===== config.mk =====
export PLATFORM = sky130hd
export DESIGN_NAME = fprint_comparator
export DESIGN_NICKNAME = d
export VERILOG_FILES = /design/src/rtl/fprint_comparator.sv
export SDC_FILE = /design/constraint.sdc
export NUM_CORES = 1
export LEC_CHECK = 0
export BUFFER_PORTS_ARGS = -buffer_cell sky130_fd_sc_hd__buf_2
export CORE_MARGIN = 2
export CORE_UTILIZATION = 62
export CTS_CLUSTER_DIAMETER = 100
export DETAILED_ROUTE_END_ITERATION = 8
export PLACE_DENSITY = 0.95
export SYNTH_ARGS = -nofsm -noshare
export SYNTH_HDL_FRONTEND = slang
export SYNTH_SLANG_ARGS = --single-unit

===== constraint.sdc =====
create_clock -name clk -period 7 [get_ports clk]
set_input_delay 0.35 -clock clk [delete_from_list [all_inputs] [get_ports clk]]
set_output_delay 0.35 -clock clk [all_outputs]
set_load 0.1 [all_outputs]

===== src/rtl/fprint_comparator.sv =====
// Fingerprint comparator: round-robin picks a task whose two core fingerprints are ready,
// reads both from the CRC RAM, compares them and runs the tail-advance or task-reset handshake.
module fprint_comparator #(
  parameter int CRC_RAM_ADDRESS_WIDTH = 8,
  parameter int CRC_KEY_WIDTH         = 4,
  parameter int CRC_KEY_SIZE          = 16,
  parameter int FPRINT_WIDTH          = 32
) (
  input  logic                             clk,
  input  logic                             reset,
  input  logic                             comp_enable,
  input  logic [CRC_KEY_SIZE-1:0]          fprints_ready_in,
  input  logic [CRC_RAM_ADDRESS_WIDTH-1:0] comp_tail_pointer0,
  input  logic [CRC_RAM_ADDRESS_WIDTH-1:0] comp_tail_pointer1,
  output logic [CRC_KEY_WIDTH-1:0]         comp_task,
  output logic                             comp_increment_tail_pointer,
  output logic                             comp_reset_fprint_ready,
  input  logic                             reset_fprint_ack,
  output logic                             comp_reset_task,
  input  logic                             reset_task,
  output logic                             comp_mismatch_detected,
  output logic [CRC_KEY_WIDTH-1:0]         mismatch_task,
  output logic                             mismatch_irq,
  input  logic                             mismatch_clear,
  output logic                             ram_rd,
  output logic [CRC_RAM_ADDRESS_WIDTH-1:0] ram_addr,
  input  logic [FPRINT_WIDTH-1:0]          ram_rdata,
  output logic [15:0]                      match_count
);

  localparam int AW = CRC_RAM_ADDRESS_WIDTH;
  localparam int KW = CRC_KEY_WIDTH;
  localparam int KS = CRC_KEY_SIZE;

  typedef enum logic [3:0] {
    IDLE, WAIT_PTR, READ0, READ1, COMPARE, WAIT_INC, REQ_CLEAR, SETTLE, REQ_RESET, HOLD
  } state_t;

  state_t              state, state_next;
  logic [KW-1:0]       rr_ptr;
  logic [FPRINT_WIDTH-1:0] fp0;
  logic [AW-1:0]       addr_q;
  logic [KW-1:0]       sel_task;
  logic                sel_valid;
  logic                fp_equal;

  // Circular search from rr_ptr; the index wraps naturally because KS == 2**KW.
  always_comb begin
    sel_task  = '0;
    sel_valid = 1'b0;
    for (int i = 0; i < KS; i++) begin
      if (!sel_valid && fprints_ready_in[rr_ptr + KW'(i)]) begin
        sel_valid = 1'b1;
        sel_task  = rr_ptr + KW'(i);
      end
    end
  end

  assign fp_equal = (fp0 == ram_rdata);

  always_ff @(posedge clk) begin
    if (reset) state <= IDLE;
    else       state <= state_next;
  end

  always_comb begin
    state_next                  = state;
    ram_rd                      = 1'b0;
    ram_addr                    = addr_q;
    comp_increment_tail_pointer = 1'b0;
    comp_reset_fprint_ready     = 1'b0;
    comp_reset_task             = 1'b0;
    mismatch_irq                = 1'b0;
    case (state)
      IDLE:      if (comp_enable && sel_valid) state_next = WAIT_PTR;
      WAIT_PTR:  state_next = READ0;
      READ0: begin
        ram_rd     = 1'b1;
        ram_addr   = comp_tail_pointer0;
        state_next = READ1;
      end
      READ1: begin
        ram_rd     = 1'b1;
        ram_addr   = comp_tail_pointer1;
        state_next = COMPARE;
      end
      COMPARE: begin
        if (fp_equal) begin
          comp_increment_tail_pointer = 1'b1;
          state_next                  = WAIT_INC;
        end else begin
          mismatch_irq = 1'b1;
          state_next   = REQ_RESET;
        end
      end
      WAIT_INC:  state_next = REQ_CLEAR;
      REQ_CLEAR: begin
        comp_reset_fprint_ready = 1'b1;
        if (reset_fprint_ack) state_next = SETTLE;
      end
      // One dead cycle so the ready flag we just cleared has propagated before IDLE samples it.
      SETTLE:    state_next = IDLE;
      REQ_RESET: begin
        comp_reset_task = 1'b1;
        if (reset_task) state_next = HOLD;
      end
      HOLD:      if (mismatch_clear) state_next = IDLE;
      default:   state_next = IDLE;
    endcase
  end

  always_ff @(posedge clk) begin
    if (reset) begin
      comp_task              <= '0;
      rr_ptr                 <= '0;
      fp0                    <= '0;
      addr_q                 <= '0;
      match_count            <= '0;
      comp_mismatch_detected <= 1'b0;
      mismatch_task          <= '0;
    end else begin
      if (state == IDLE && comp_enable && sel_valid) begin
        comp_task <= sel_task;
        rr_ptr    <= sel_task + KW'(1);
      end
      if (ram_rd) addr_q <= ram_addr;
      // Data for the READ0 address arrives during READ1.
      if (state == READ1) fp0 <= ram_rdata;
      if (state == COMPARE) begin
        if (fp_equal) begin
          match_count <= match_count + 16'd1;
        end else begin
          comp_mismatch_detected <= 1'b1;
          mismatch_task          <= comp_task;
        end
      end
      if (state == HOLD && mismatch_clear) comp_mismatch_detected <= 1'b0;
    end
  end

endmodule


Word level (Yosys, flattened, before mapping)

Index checks and enable logic that the tools add are counted.

Register bits after elaboration: 73
Latch bits: 0
RAM bits: 0
ROM bits: 0
Input port bits: 70
Output and inout bits: 38
Word-level logic and storage cells: 173
Memories kept: 0

$add $sub $neg: 17
$mul: 0
Divide/modulo/power cells: 0
Magnitude comparators: 16
Eq/ne operators: 13
Shift-type cells: 0
Multiplexer cells: 78
Bitwise operators: 1
Reduce and logical (&&, ||, !) cells: 40

Operators by type and width:

| operator              | count |
|---|---|
| $mux 4                | 21 |
| $lt 4x5->1 const B    | 16 |
| $bmux 1 s4            | 16 |
| $mux 1                | 39 |
| $pmux 4 s9            | 1 |
| $add 4x4->4 const B   | 8 |
| $eq 32x32->1          | 1 |
| $logic_and 1x1->1     | 19 |
| $add 16x1->16 const B | 1 |
| $add 4x3->4 const B   | 4 |
| $pmux 8 s2            | 1 |
| $logic_not 1->1       | 15 |
| $eq 4x3->1 const B    | 3 |
| $add 4x1->4 const B   | 2 |
| $add 4x2->4 const B   | 2 |
| $eq 4x2->1 const B    | 2 |
| $eq 4x4->1 const B    | 2 |
| $ne 2x2->1 const B    | 4 |
| $eq 4x1->1 const B    | 1 |
| $logic_not 4->1       | 1 |
| $reduce_and 2->1      | 2 |
| $reduce_and 4->1      | 1 |
| $reduce_or 2->1       | 2 |
| $not 1->1             | 1 |

Logic depth before layout (Yosys ltp)

Gate-level depths: netlist of run 1.

Word-level depth: 51
Depth in mapped cells: 19
Mapped depth without buffers: 13

Worst setup path before layout of run 1

Ideal clock, no wire load.

Path kind: flip-flop to flip-flop
From: register state[1]
To: register state[0]
Setup time: 0.128 ns
Data arrival time: 4.344 ns
Required time: 6.872 ns
Setup slack: 2.529 ns
Stages on the path, launching flop included: 6
Path buffers: 1
Period minus slack after synthesis: 4.471 ns
Cell sequence: dfxtp_1 clkbuf_1 nor4bb_1 a21boi_1 a31oi_1 nor2_1

Word-level cells in the longest chain between the ends: 3
Elaborated cells between the ends (all ways): 15
Classes of those cells: eq/ne: 12; mux: 1; reduce/logical: 2

Ends and longest elaborated chain:

| element                                  | RTL line | source |
|---|---|---|
| start: declaration                       | 39       | `state_t state, state_next;` |
| start signal: assignment                 | 63       | `else state <= state_next;` |
| $eq 4x4->1, or another cell as far along | 74       | `case (state)` |
| $ne 2x2->1 (no source line)              | --       |  |
| $reduce_and 4->1 (no source line)        | --       |  |

Several ways; a longest one is shown, not always the timed one.
A chain may end at the register's enable or synchronous reset.

Final worst setup path of run 1

From: register rr_ptr[0]
To: register rr_ptr[1]

Word-level cells in the longest chain between the ends: 49
Elaborated cells between the ends (all ways): 111
Classes of those cells: add/sub: 16; mux: 64; reduce/logical: 31

Ends and longest elaborated chain:

| element                                              | RTL line | source |
|---|---|---|
| start: declaration                                   | 40       | `logic [KW-1:0] rr_ptr;` |
| start signal: assignment                             | 124      | `rr_ptr <= sel_task + KW'(1);` |
| branches (longest 47 deep; another with $add 4x1->4) | --       |  |
| $mux 4 (*)                                           | 52       | `if (!sel_valid && fprints_ready_in[rr_ptr + KW'(i)]) begin` |
| named net sel_task[1]                                | 43       | `logic [KW-1:0] sel_task;` |
| $add 4x1->4 (*)                                      | 124      |  |

Mark *: on every way through the listed nets, which the timed path passes. The select of a mux whose other input is x is not followed.

==> results by group, run 1 <==
Yosys
  • Post-synth top flop: dfxtp_1
  • Synth Cell Area: around 6000 um^2
  • Mean Syn Cell Area: approximately 8.7 um^2
  • Post-Syn Nets: approximately 750
  • Syn Inst Count: roughly 670
  • Largest area contributor in the netlist: dfxtp_1
  • Yosys reg bits: 73
  • Asr flop ratio synth: 0
  • Yosys warning count: 0
  • EDFF count, synth: 0
  • Area share of the largest cell type after synthesis: 0.249
  • Synth cell types: a little over 80
  • Sequential area share after synthesis: 0.249
  • Largest cells by area after synthesis: dfxtp_1 25%, mux4_2 7.7%, xor2_1 7.0%, nand2_1 6.9%, a21oi_1 4.9%

Placed design
  • GP Congestion: 1.01
  • Placed Cells incl. Taps: roughly 870
  • Port-buffer cells: between 100 and 150
  • Detail Placement HPWL: between 10 and 15 mm

Drt
  • Vias/cell: around 6.3
  • Antenna viol nets, final: 0
  • Iteration-0 DRC Markers: 501
  • Final Routed Wirelength: ~16 mm
  • Via count: ~5,600
  • Drc violations: 0
  • DR WL/cell: about 18 um
  • Drt pass-1 iters: 6

STA
  • Final setup TNS: 0 ns
  • Fmax: roughly 210 MHz
  • Final setup fails: 0
  • Post-layout min period: 4.78 ns
  • Setup Skew: 0.0137 ns
  • Slew Limit Headroom: 0.297
  • RSZ-0062 raised after global routing: false
  • Slew Limit Fails: 0
  • Slew @ Worst Pin: 1.05 ns
  • Final number of hold-violating endpoints: 0
  • Final period utilization: 0.683

Floorplanning
  • Rows: 35
  • Die X-Extent: approximately 100 um
  • Io pins: between 100 and 150
  • Die ar.: between 10,000 and 15,000 um^2
  • Core footprint: 9240 um^2
  • Starting density of the core: 0.636
  • Die Y: 101 um

Critical path
  • Reg2reg end: rr_ptr[1]
  • Setup crit end kind: register
  • Worst path required time: around 7.2 ns
  • CP endpoint: rr_ptr[1]
  • R2r worst-path depth: 13
  • Critical path type: reg -> reg
  • Crit start category: register
  • R2r startpoint: rr_ptr[0]
  • Crit-path max FO: 20
  • Worst Setup SP: rr_ptr[0]
  • Critical Path AT: approximately 5.0 ns
  • Reg-to-reg setup timing slack: roughly 2.2 ns

Clocking
  • Worst-skew pair later-pin latency: about 0.35 ns
  • Post-CTS sizing: 0
  • Htree depth: 3
  • Post-CTS Hold Buffers: 0
  • TritonCTS Buffers: 9
  • TritonCTS clock tree: done
  • Postcts setup bufs: 0
  • Worst-path clk slew: around 0.09 ns
  • Root Buffer: clkbuf_8
  • Clock Path Buffers: 2
  • Clk sinks: 73

Flow run
  • # Max-Cap Violations: 0

GRT
  • GRT overflow: 0
  • Total GRT Usage: 0.314
  • Largest net degree at the start of global routing: 75
  • Vias in the first global route: approximately 5,400
  • Global-route wire length before repair: between 20 and 30 mm
  • Initial antenna violation count: 0

Cells and area
  • Nets: roughly 830
  • Layout Area Growth over Synthesis: 11.5%
  • # diodes: 0
  • Post-Layout Cell Count: 888
  • Proportion of layout cells with a drive suffix above 1: 0.262

Status
  • Outcome: completed

Power and ir drop
  • Max VDD drop: 0.620 mV
  • Power per cell area: between 400 and 500 nW/um^2
  • Cell leakage power: ~2.7 nW

Hold path
  • HP Class: in -> reg
[where the power goes]
group          internal (W)  switching, W
logic              0.000875       0.00156
registers          0.000470     0.0000672
clock network      0.000130      0.000161
total               0.00148       0.00179
[synth_stat cells (4+ instances only)]
cell type  count
and3_1         6
ha_1           9
a211oi_1       9
mux4_2        20
a31oi_1        5
o22ai_1        4
mux4_1         7
mux2i_4        4
a221oi_1       5
mux2i_1       29
dfxtp_1       73
nor4_1        10
a21oi_1       58
inv_1         12
clkbuf_1      27
nor2_1        61
o21ai_0        9
xor2_1        47
nand3b_1       5
nand2_1      108
buf_6          5
mux2_1         7
o21ai_1        5
xnor2_1        7
a21o_1         5
nor3_1         4
nand4_1        8
inv_2          4
a21boi_0       4
nor2b_1        6
mux2_2        18
nand3_1       14
buf_4          5
[per-stage QoR]
step	setup WS [ns]	cell area (um^2)	total power [W]	utilization	hold WS, ns
3_3_place_gp	2.50	6380	0.00285	0.691	0.442
4_1_cts	2.33	6550	0.00321	0.709	0.238
6_report	2.22	6550	0.00326	0.709	0.248
5_1_grt	1.95	6550	0.00342	0.709	0.238
2_1_floorplan	2.53	5880	0.00250	-	0.448
3_5_place_dp	2.37	6380	0.00291	0.691	0.448
[state kept, by name (all words and copies together), names as in the netlist]
register                cells
addr_q                      8
comp_mismatch_detected      1
comp_task                   4
fp0                        32
match_count                16
mismatch_task               4
rr_ptr                      4
state                       4
[worst max-delay path, cell delays in order, from the launching register on]
cell	delay [ns]
dfxtp_1	0.37
inv_2	0.16
ha_1	0.88
mux2_2	0.41
mux4_2	0.52
mux2i_1	0.73
nand2_1	0.20
o21ai_0	0.24
o22ai_1	0.12
o32ai_2	0.31
nand3_1	0.18
ha_1	0.33
mux2i_1	0.12
nor2_1	0.05
[metal layers]
metal | GRT usage | part of all wire
met1 | 0.389 | 0.39
met2 | 0.524 | 0.49
met4 | 0.133 | 0.033
met3 | 0.0738 | 0.095
met5 | 0 | 0
[cell families (layout without fill, tap and decap cells)]
logic type / Yosys count / in the layout / share of synthesized area
AND/OR/NAND/NOR: 247 / 247 / 0.202
multiplexers: 87 / 87 / 0.226
buffers and inverters: 58 / 145 / 0.0511
XOR/XNOR: 58 / 58 / 0.0935
adder cells (fa/ha/maj): 9 / 9 / 0.0192
AO/OA/AOI/OAI: 140 / 140 / 0.160
flip-flops: 73 / 73 / 0.249
[placed cells by master (no fill, tap or decap), drive strengths merged, types with 6 or more instances in the layout]
cell type,n
xnor2,10
inv,18
clkbuf,10
nand4,8
a21boi,6
nor2,61
mux2i,33
nor4,11
and3,6
nand3,15
xor2,48
a221oi,6
nor2b,7
o21ai,15
mux4,27
ha,9
dfxtp,73
a211oi,9
buf,113
a21oi,58
mux2,27
nand2,108
[how the worst min path moves through the flow]
stage / startpoint / endpoint / cells after the start
final: ram_rdata[21] / fp0[21] / 3
after CTS: mismatch_clear / comp_mismatch_detected / 2
after floorplan: fp0[0] / fp0[0] / 2
after global routing: ram_rdata[21] / fp0[21] / 3
after detailed placement: mismatch_task[2] / mismatch_task[2] / 2
after global placement: mismatch_task[3] / mismatch_task[3] / 2
[cell type report]
type / count / area (um^2)
Clock buffer: 10 / 128
Clock inverter: 6 / 42.5
Inverter: 16 / 60.1
Multi-Input combinational cell: 541 / 4120
Timing Repair Buffer: 113 / 581
Fill cell: 619 / 2690
Sequential cell: 73 / 1460
Tap cell: 129 / 161
(Power assumes the default switching activity.)
==> inputs of run 2 (changes only) <==
--- a/config.mk
+++ b/config.mk
@@ -7,10 +7,10 @@
 export LEC_CHECK = 0
 export BUFFER_PORTS_ARGS = -buffer_cell sky130_fd_sc_hd__buf_2
 export CORE_MARGIN = 2
-export CORE_UTILIZATION = 62
+export CORE_UTILIZATION = 52
 export CTS_CLUSTER_DIAMETER = 100
 export DETAILED_ROUTE_END_ITERATION = 8
-export PLACE_DENSITY = 0.95
+export PLACE_DENSITY = 0.89
 export SYNTH_ARGS = -nofsm -noshare
 export SYNTH_HDL_FRONTEND = slang
 export SYNTH_SLANG_ARGS = --single-unit
==> constraint.sdc (replaced) <==
create_clock -name clk -period 4.3 [get_ports clk]
set_input_delay 0.215 -clock clk [delete_from_list [all_inputs] [get_ports clk]]
set_output_delay 0.215 -clock clk [all_outputs]
set_load 0.1 [all_outputs]
==> results by group, run 2 (synthesized netlist as in run 1, its figures left out) <==
Status
  • Outcome: completed

Critical path
  • Setup crit end kind: register
  • Critical path type: reg -> reg
  • Critical Path AT: 4.21 ns (-0.77 ns)
  • Crit start category: register
  • Crit-path max FO: 13 (-35%)
  • R2r startpoint: rr_ptr[1]
  • Reg-to-reg setup timing slack: 0.30 ns (-1.92 ns)
  • R2r worst-path depth: 15 (+2)
  • Worst path required time: 4.51 ns (-2.69 ns)
  • Worst Setup SP: rr_ptr[1]
  • Reg2reg end: rr_ptr[2]

GRT
  • Vias in the first global route: 5,426 (+0.33%)
  • Largest net degree at the start of global routing: 46 (-39%)
  • Initial antenna violation count: 0 (unchanged)
  • Grt peak-use layer: met2
  • GRT overflow: 0 (unchanged)
  • GR Util met2: 0.437 (-0.0873)
  • GR met3 Demand/Resource: 0.0506 (-0.0233)
  • Total GRT Usage: 0.267 (-0.0465)
  • Global-route wire length before repair: 25.7 mm (+0.62%)
  • Global Route met1 Usage: 0.342 (-0.0467)

Floorplanning
  • Starting density of the core: 0.537 (-0.0986)
  • Io pins: 108 (unchanged)
  • Die ar.: 12,200 um^2 (+18%)
  • Die Y: 110 um (+8.8%)
  • Die X-Extent: 110 um (+8.8%)
  • Rows: 38 (+8.6%)
  • Core footprint: 10,900 um^2 (+18%)

Drt
  • Drt pass-1 iters: 5 (-1)
  • Iteration-0 DRC Markers: 581 (+16%)
  • Final Routed Wirelength: 16.0 mm (-1.3%)
  • DR WL/cell: 17.6 um (-3.4%)
  • Vias/cell: 6.19 (-2.3%)
  • Antenna viol nets, final: 0 (unchanged)
  • Via count: 5,615 (-0.25%)
  • Drc violations: 0 (unchanged)

Cells and area
  • Post-Route Utilization: 0.617 (-0.0920)
  • Nets: 841 (+0.96%)
  • Largest regs: fp0 (32), match_count (16), addr_q (8)
  • Proportion of layout cells with a drive suffix above 1: 0.274 (+0.0116)
  • Layout Area Growth over Synthesis: 14.9%
  • Top reg by flops: fp0
  • Largest register FFs: 32 (unchanged)
  • Most common cell after layout, fill and taps aside: nand2_1
  • # diodes: 0 (unchanged)
  • Most frequent cells in the layout: 108 x nand2_1, 107 x buf_2, 73 x dfxtp_1, 61 x nor2_1, 58 x a21oi_1

Clocking
  • Worst-path clk slew: 0.06 ns (-0.03 ns)
  • Clk sinks: 73 (unchanged)
  • Worst-skew pair later-pin latency: 0.33 ns (-0.02 ns)
  • Htree depth: 3 (unchanged)
  • TritonCTS clock tree: done
  • Clock Path Buffers: 2 (unchanged)
  • TritonCTS Buffers: 9 (unchanged)
  • Post-CTS Hold Buffers: 0 (unchanged)
  • Root Buffer: clkbuf_16

STA
  • Final setup TNS: 0 ns (unchanged)
  • Slew @ Worst Pin: 1.06 ns (+0.0123 ns)
  • Post-route setup slack: 0.298 ns (-1.92 ns)
  • Slew Limit Headroom: 0.289 (-0.00824)
  • Final hold slack: 0.113 ns (-0.136 ns)
  • Post-layout min period: 4.00 ns (-0.780 ns)
  • RSZ-0062 raised after global routing: false
  • Final setup fails: 0 (unchanged)
  • Slew Limit Fails: 0 (unchanged)
  • Setup Skew: 0.00912 ns (-0.00460 ns)
  • Fmax: 250 MHz (+19%)
  • Final period utilization: 0.931 (+0.248)
  • Final number of hold-violating endpoints: 0 (unchanged)

Power and ir drop
  • P_int: 0.00265 W (+80%)
  • Clock group share of total power: 0.122 (+0.033)
  • Sequential power share: 0.155 (-0.010)
  • Sw frac: 0.525 (-0.0227)
  • Net Sw Power: 0.00293 W (+64%)
  • Power per cell area: 827 nW/um^2 (+66%)
  • Cell leakage power: 2.78 nW (+3.1%)
  • Combinational power share: 0.723 (-0.023)
  • Max VDD drop: 0.781 mV (+26%)

Placed design
  • GP Congestion: 0.980 (-3.1%)
  • Detail Placement HPWL: 11.5 mm (-4.8%)
  • Port-buffer cells: 107 (unchanged)
  • Worst slack, placed: 0.280 ns (-2.09 ns)

Hold path
  • Hold Startpoint: mismatch_clear
  • Worst Hold Path Cells: 2 (-1)
  • HP Class: in -> reg
  • Endpoint, Worst Hold: comp_mismatch_detected

Flow run
  • # Max-Cap Violations: 0 (unchanged)
## run 2: cell type report
class | count | area [um^2]
Inverter | 16 | 60.1
Multi-Input combinational cell | 541 | 4140
Sequential cell | 73 | 1460
Clock inverter | 6 | 42.5
Tap cell | 140 | 175
Timing Repair Buffer | 121 | 641
Clock buffer | 10 | 229
Fill cell | 902 | 4190
## run 2: worst max-delay path, stage by stage (launching register included)
cell	delay, ns
dfxtp_1	0.33
inv_1	0.06
ha_2	0.46
buf_4	0.26
mux2_1	0.36
mux4_2	0.52
mux2i_1	0.15
buf_4	0.20
o21ai_0	0.09
a31oi_1	0.23
o22ai_1	0.14
o32ai_2	0.31
nand3_1	0.17
ha_1	0.27
xnor2_1	0.23
o21ai_1	0.09
## run 2: worst max path at each step
stage	end	slack, ns
floorplan	rr_ptr[1]	0.28
global placement	rr_ptr[3]	0.40
detailed placement	rr_ptr[3]	0.28
CTS	rr_ptr[3]	0.25
global route	rr_ptr[2]	0.1
finish	rr_ptr[2]	0.30
## run 2: what timing repair did
item,CTS,global route
gates resized for setup,0,3
setup buffers,0,0
endpoints found under the setup margin,0,3
## run 2: power by group through the flow
stage / combinational, W / sequential, W / clock [W]
floorplan: 0.00314 / 0.000936 / 0
global placement: 0.00385 / 0.000873 / 0
detailed placement: 0.00390 / 0.000879 / 0
CTS: 0.00392 / 0.000865 / 0.000686
global route: 0.00427 / 0.000880 / 0.000718
finish: 0.00404 / 0.000866 / 0.000679
## run 2: layer usage
layer | vias to the layer above | wire length, um
met5 | - | 0
met4 | 0 | 490
met3 | 50 | 1530
met2 | 338 | 7780
met1 | 2613 | 6180
li1 | 2614 | -
## run 2: per-stage QoR
stage / total power [W] / area (um^2) / instances
floorplan: 0.00408 / 5880 / 672
global placement: 0.00473 / 6460 / 891
detailed placement: 0.00478 / 6460 / 891
CTS: 0.00547 / 6740 / 907
global route: 0.00587 / 6750 / 907
finish: 0.00558 / 6750 / 907
==> inputs of run 3 (changes only) <==
--- a/config.mk
+++ b/config.mk
@@ -7,10 +7,10 @@
 export LEC_CHECK = 0
 export BUFFER_PORTS_ARGS = -buffer_cell sky130_fd_sc_hd__buf_2
 export CORE_MARGIN = 2
-export CORE_UTILIZATION = 52
+export CORE_UTILIZATION = 62
 export CTS_CLUSTER_DIAMETER = 100
 export DETAILED_ROUTE_END_ITERATION = 8
-export PLACE_DENSITY = 0.89
+export PLACE_DENSITY = 0.95
 export SYNTH_ARGS = -nofsm -noshare
 export SYNTH_HDL_FRONTEND = slang
 export SYNTH_SLANG_ARGS = --single-unit
==> constraint.sdc (replaced) <==
create_clock -name clk -period 5.05 [get_ports clk]
set_input_delay 0.2525 -clock clk [delete_from_list [all_inputs] [get_ports clk]]
set_output_delay 0.2525 -clock clk [all_outputs]
set_load 0.1 [all_outputs]
==> results by group, run 3 (synthesized netlist as in run 1, its figures left out) <==
Status
  • Outcome: completed

Floorplanning
  • Die ar.: 10,300 um^2 (-16%)
  • Io pins: 108 (unchanged)
  • Starting density of the core: 0.636 (+0.0986)
  • Rows: 35 (-7.9%)
  • Die Y: 101 um (-8.1%)
  • Core footprint: 9240 um^2 (-16%)
  • Die X-Extent: 101 um (-8.1%)

STA
  • Final number of hold-violating endpoints: 0 (unchanged)
  • Slew @ Worst Pin: 1.05 ns (-0.0189 ns)
  • Final setup fails: 0 (unchanged)
  • Setup Skew: 0.0153 ns (+0.00619 ns)
  • Slew Limit Headroom: 0.301 (+0.0126)
  • RSZ-0062 raised after global routing: false
  • Fmax: 232 MHz (-7.0%)
  • Final period utilization: 0.852 (-0.0787)
  • Final setup TNS: 0 ns (unchanged)
  • Slew Limit Fails: 0 (unchanged)
  • Post-layout min period: 4.30 ns (+0.301 ns)

Power and ir drop
  • Cell leakage power: 2.72 nW (-2.4%)
  • Sequential power share: 0.161 (+0.006)
  • Combinational power share: 0.743 (+0.020)
  • Net Sw Power: 0.00254 W (-13%)
  • Sw frac: 0.551 (+0.0262)
  • Max VDD drop: 0.685 mV (-12%)
  • Final Total Pwr: 0.00461 W (-17%)
  • Power per cell area: 700 nW/um^2 (-15%)
  • Clock group share of total power: 0.096 (-0.026)
  • P_int: 0.00207 W (-22%)

Critical path
  • Top delay family on crit path: multiplexers
  • Worst path max stage delay: 0.70 ns (+0.18 ns)
  • Slowest CP cell: mux4_1
  • Critical Path AT: 4.52 ns (+0.31 ns)
  • Crit start category: register
  • Worst path required time: 5.26 ns (+0.75 ns)
  • Critical path type: reg -> reg
  • Crit-path max FO: 20 (+7)
  • Crit path cell chain: inv_2, ha_1, buf_4, mux4_1, mux2_4, mux2i_4, o2111a_1, and2_1, nand3_1, a21boi_1, nor3_1, o31a_1, o311ai_1
  • Setup crit end kind: register
  • Crit path buffers/inverters: 2 (-1)

Cells and area
  • Nets: 835 (-0.71%)
  • Post-Layout Cell Count: 890 (-1.9%)
  • Top reg by flops: fp0
  • # diodes: 0 (unchanged)
  • Most frequent cells in the layout: 108 x nand2_1, 107 x buf_2, 73 x dfxtp_1, 61 x nor2_1, 58 x a21oi_1
  • Largest register FFs: 32 (unchanged)
  • Post-Route Utilization: 0.713 (+0.0952)
  • Most common cell after layout, fill and taps aside: nand2_1
  • Layout Area Growth over Synthesis: 12.0%
  • Largest regs: fp0 (32), match_count (16), addr_q (8)
  • Proportion of layout cells with a drive suffix above 1: 0.265 (-0.00835)
  • Fin area: 6580 um^2 (-2.5%)

Drt
  • Drc violations: 0 (unchanged)
  • DR WL/cell: 18.5 um (+5.0%)
  • Vias/cell: 6.49 (+4.8%)
  • Iteration-0 DRC Markers: 555 (-4.5%)
  • Antenna viol nets, final: 0 (unchanged)
  • Final Routed Wirelength: 16.5 mm (+3.0%)
  • Drt pass-1 iters: 6 (+1)
  • Via count: 5,776 (+2.9%)

Clocking
  • Postcts setup bufs: 0 (unchanged)
  • Root Buffer: clkbuf_8
  • Clk sinks: 73 (unchanged)
  • Htree depth: 3 (unchanged)
  • Worst-path clk slew: 0.10 ns (+0.04 ns)
  • TritonCTS Buffers: 9 (unchanged)
  • Post-CTS sizing: 0 (unchanged)
  • Post-CTS Hold Buffers: 0 (unchanged)
  • TritonCTS clock tree: done
  • Clock Path Buffers: 2 (unchanged)
  • Worst-skew pair later-pin latency: 0.36 ns (+0.03 ns)

GRT
  • Initial antenna violation count: 0 (unchanged)
  • GRT overflow: 0 (unchanged)
  • Vias in the first global route: 5,437 (+0.20%)
  • Largest net degree at the start of global routing: 75 (+63%)
  • Total GRT Usage: 0.324 (+0.0565)
  • Global-route wire length before repair: 26.5 mm (+3.2%)

Placed design
  • GP Congestion: 1.06 (+8.0%)
  • Area after DPL: 6400 um^2 (-1.0%)
  • Placed Cells incl. Taps: 874 (-1.9%)
  • Port-buffer cells: 107 (unchanged)
  • Detail Placement HPWL: 12.0 mm (+4.1%)

Flow run
  • # Max-Cap Violations: 0 (unchanged)

Hold path
  • HP Class: in -> reg
[run 3: cell types whose count changed in the layout (fill, tap and decap cells not counted), moves of 2 or more]
cell / before / now
clkbuf_16: 9 / 0
clkbuf_8: 0 / 9
buf_4: 14 / 8
clkinv_2: 2 / 0
[run 3: metrics by stage]
step                      worst slack [ns]  hold WS [ns]
after floorplan                      0.579         0.364
final                                0.748         0.131
after CTS                            0.797         0.130
after detailed placement             0.842         0.456
after global placement               0.996         0.442
after global routing                 0.529         0.138
[run 3: layer usage]
metal,part of all wire,up-vias,track usage
met2,0.49,394,0.533
met5,0,-,0
li1,-,2603,-
met1,0.37,2712,0.409
met4,0.035,0,0.139
met3,0.10,67,0.0718
[run 3: worst paths after layout]
kind                                       start               end  slack, ns  cells past startpoint
worst min-delay path                ram_rdata[8]            fp0[8]       0.13                      3
worst max register to register         rr_ptr[0]         rr_ptr[3]       0.75                     13
worst min register to register  mismatch_task[1]  mismatch_task[1]       0.47                      2
worst max-delay path                   rr_ptr[0]         rr_ptr[3]       0.75                     13
[run 3: worst min-delay path, cell delays in order]
cell,delay [ns]
buf_2,0.11
nand2_1,0.05
a21oi_1,0.05
[run 3: area by class of cell]
| cell class | instances | area, um^2 |
|---|---|---|
| Clock buffer | 9 | 124 |
| Clock inverter | 7 | 61.3 |
| Inverter | 16 | 60.1 |
| Multi-Input combinational cell | 541 | 4120 |
| Timing Repair Buffer | 115 | 596 |
| Sequential cell | 73 | 1460 |
| Fill cell | 639 | 2660 |
| Tap cell | 129 | 161 |
[run 3: power groups by stage]
stage	sequential, W	combinational [W]	clock (W)
floorplan	0.000797	0.00267	0
global placement	0.000748	0.00323	0
detailed placement	0.000754	0.00330	0
CTS	0.000742	0.00332	0.000443
global route	0.000756	0.00360	0.000469
finish	0.000744	0.00342	0.000441
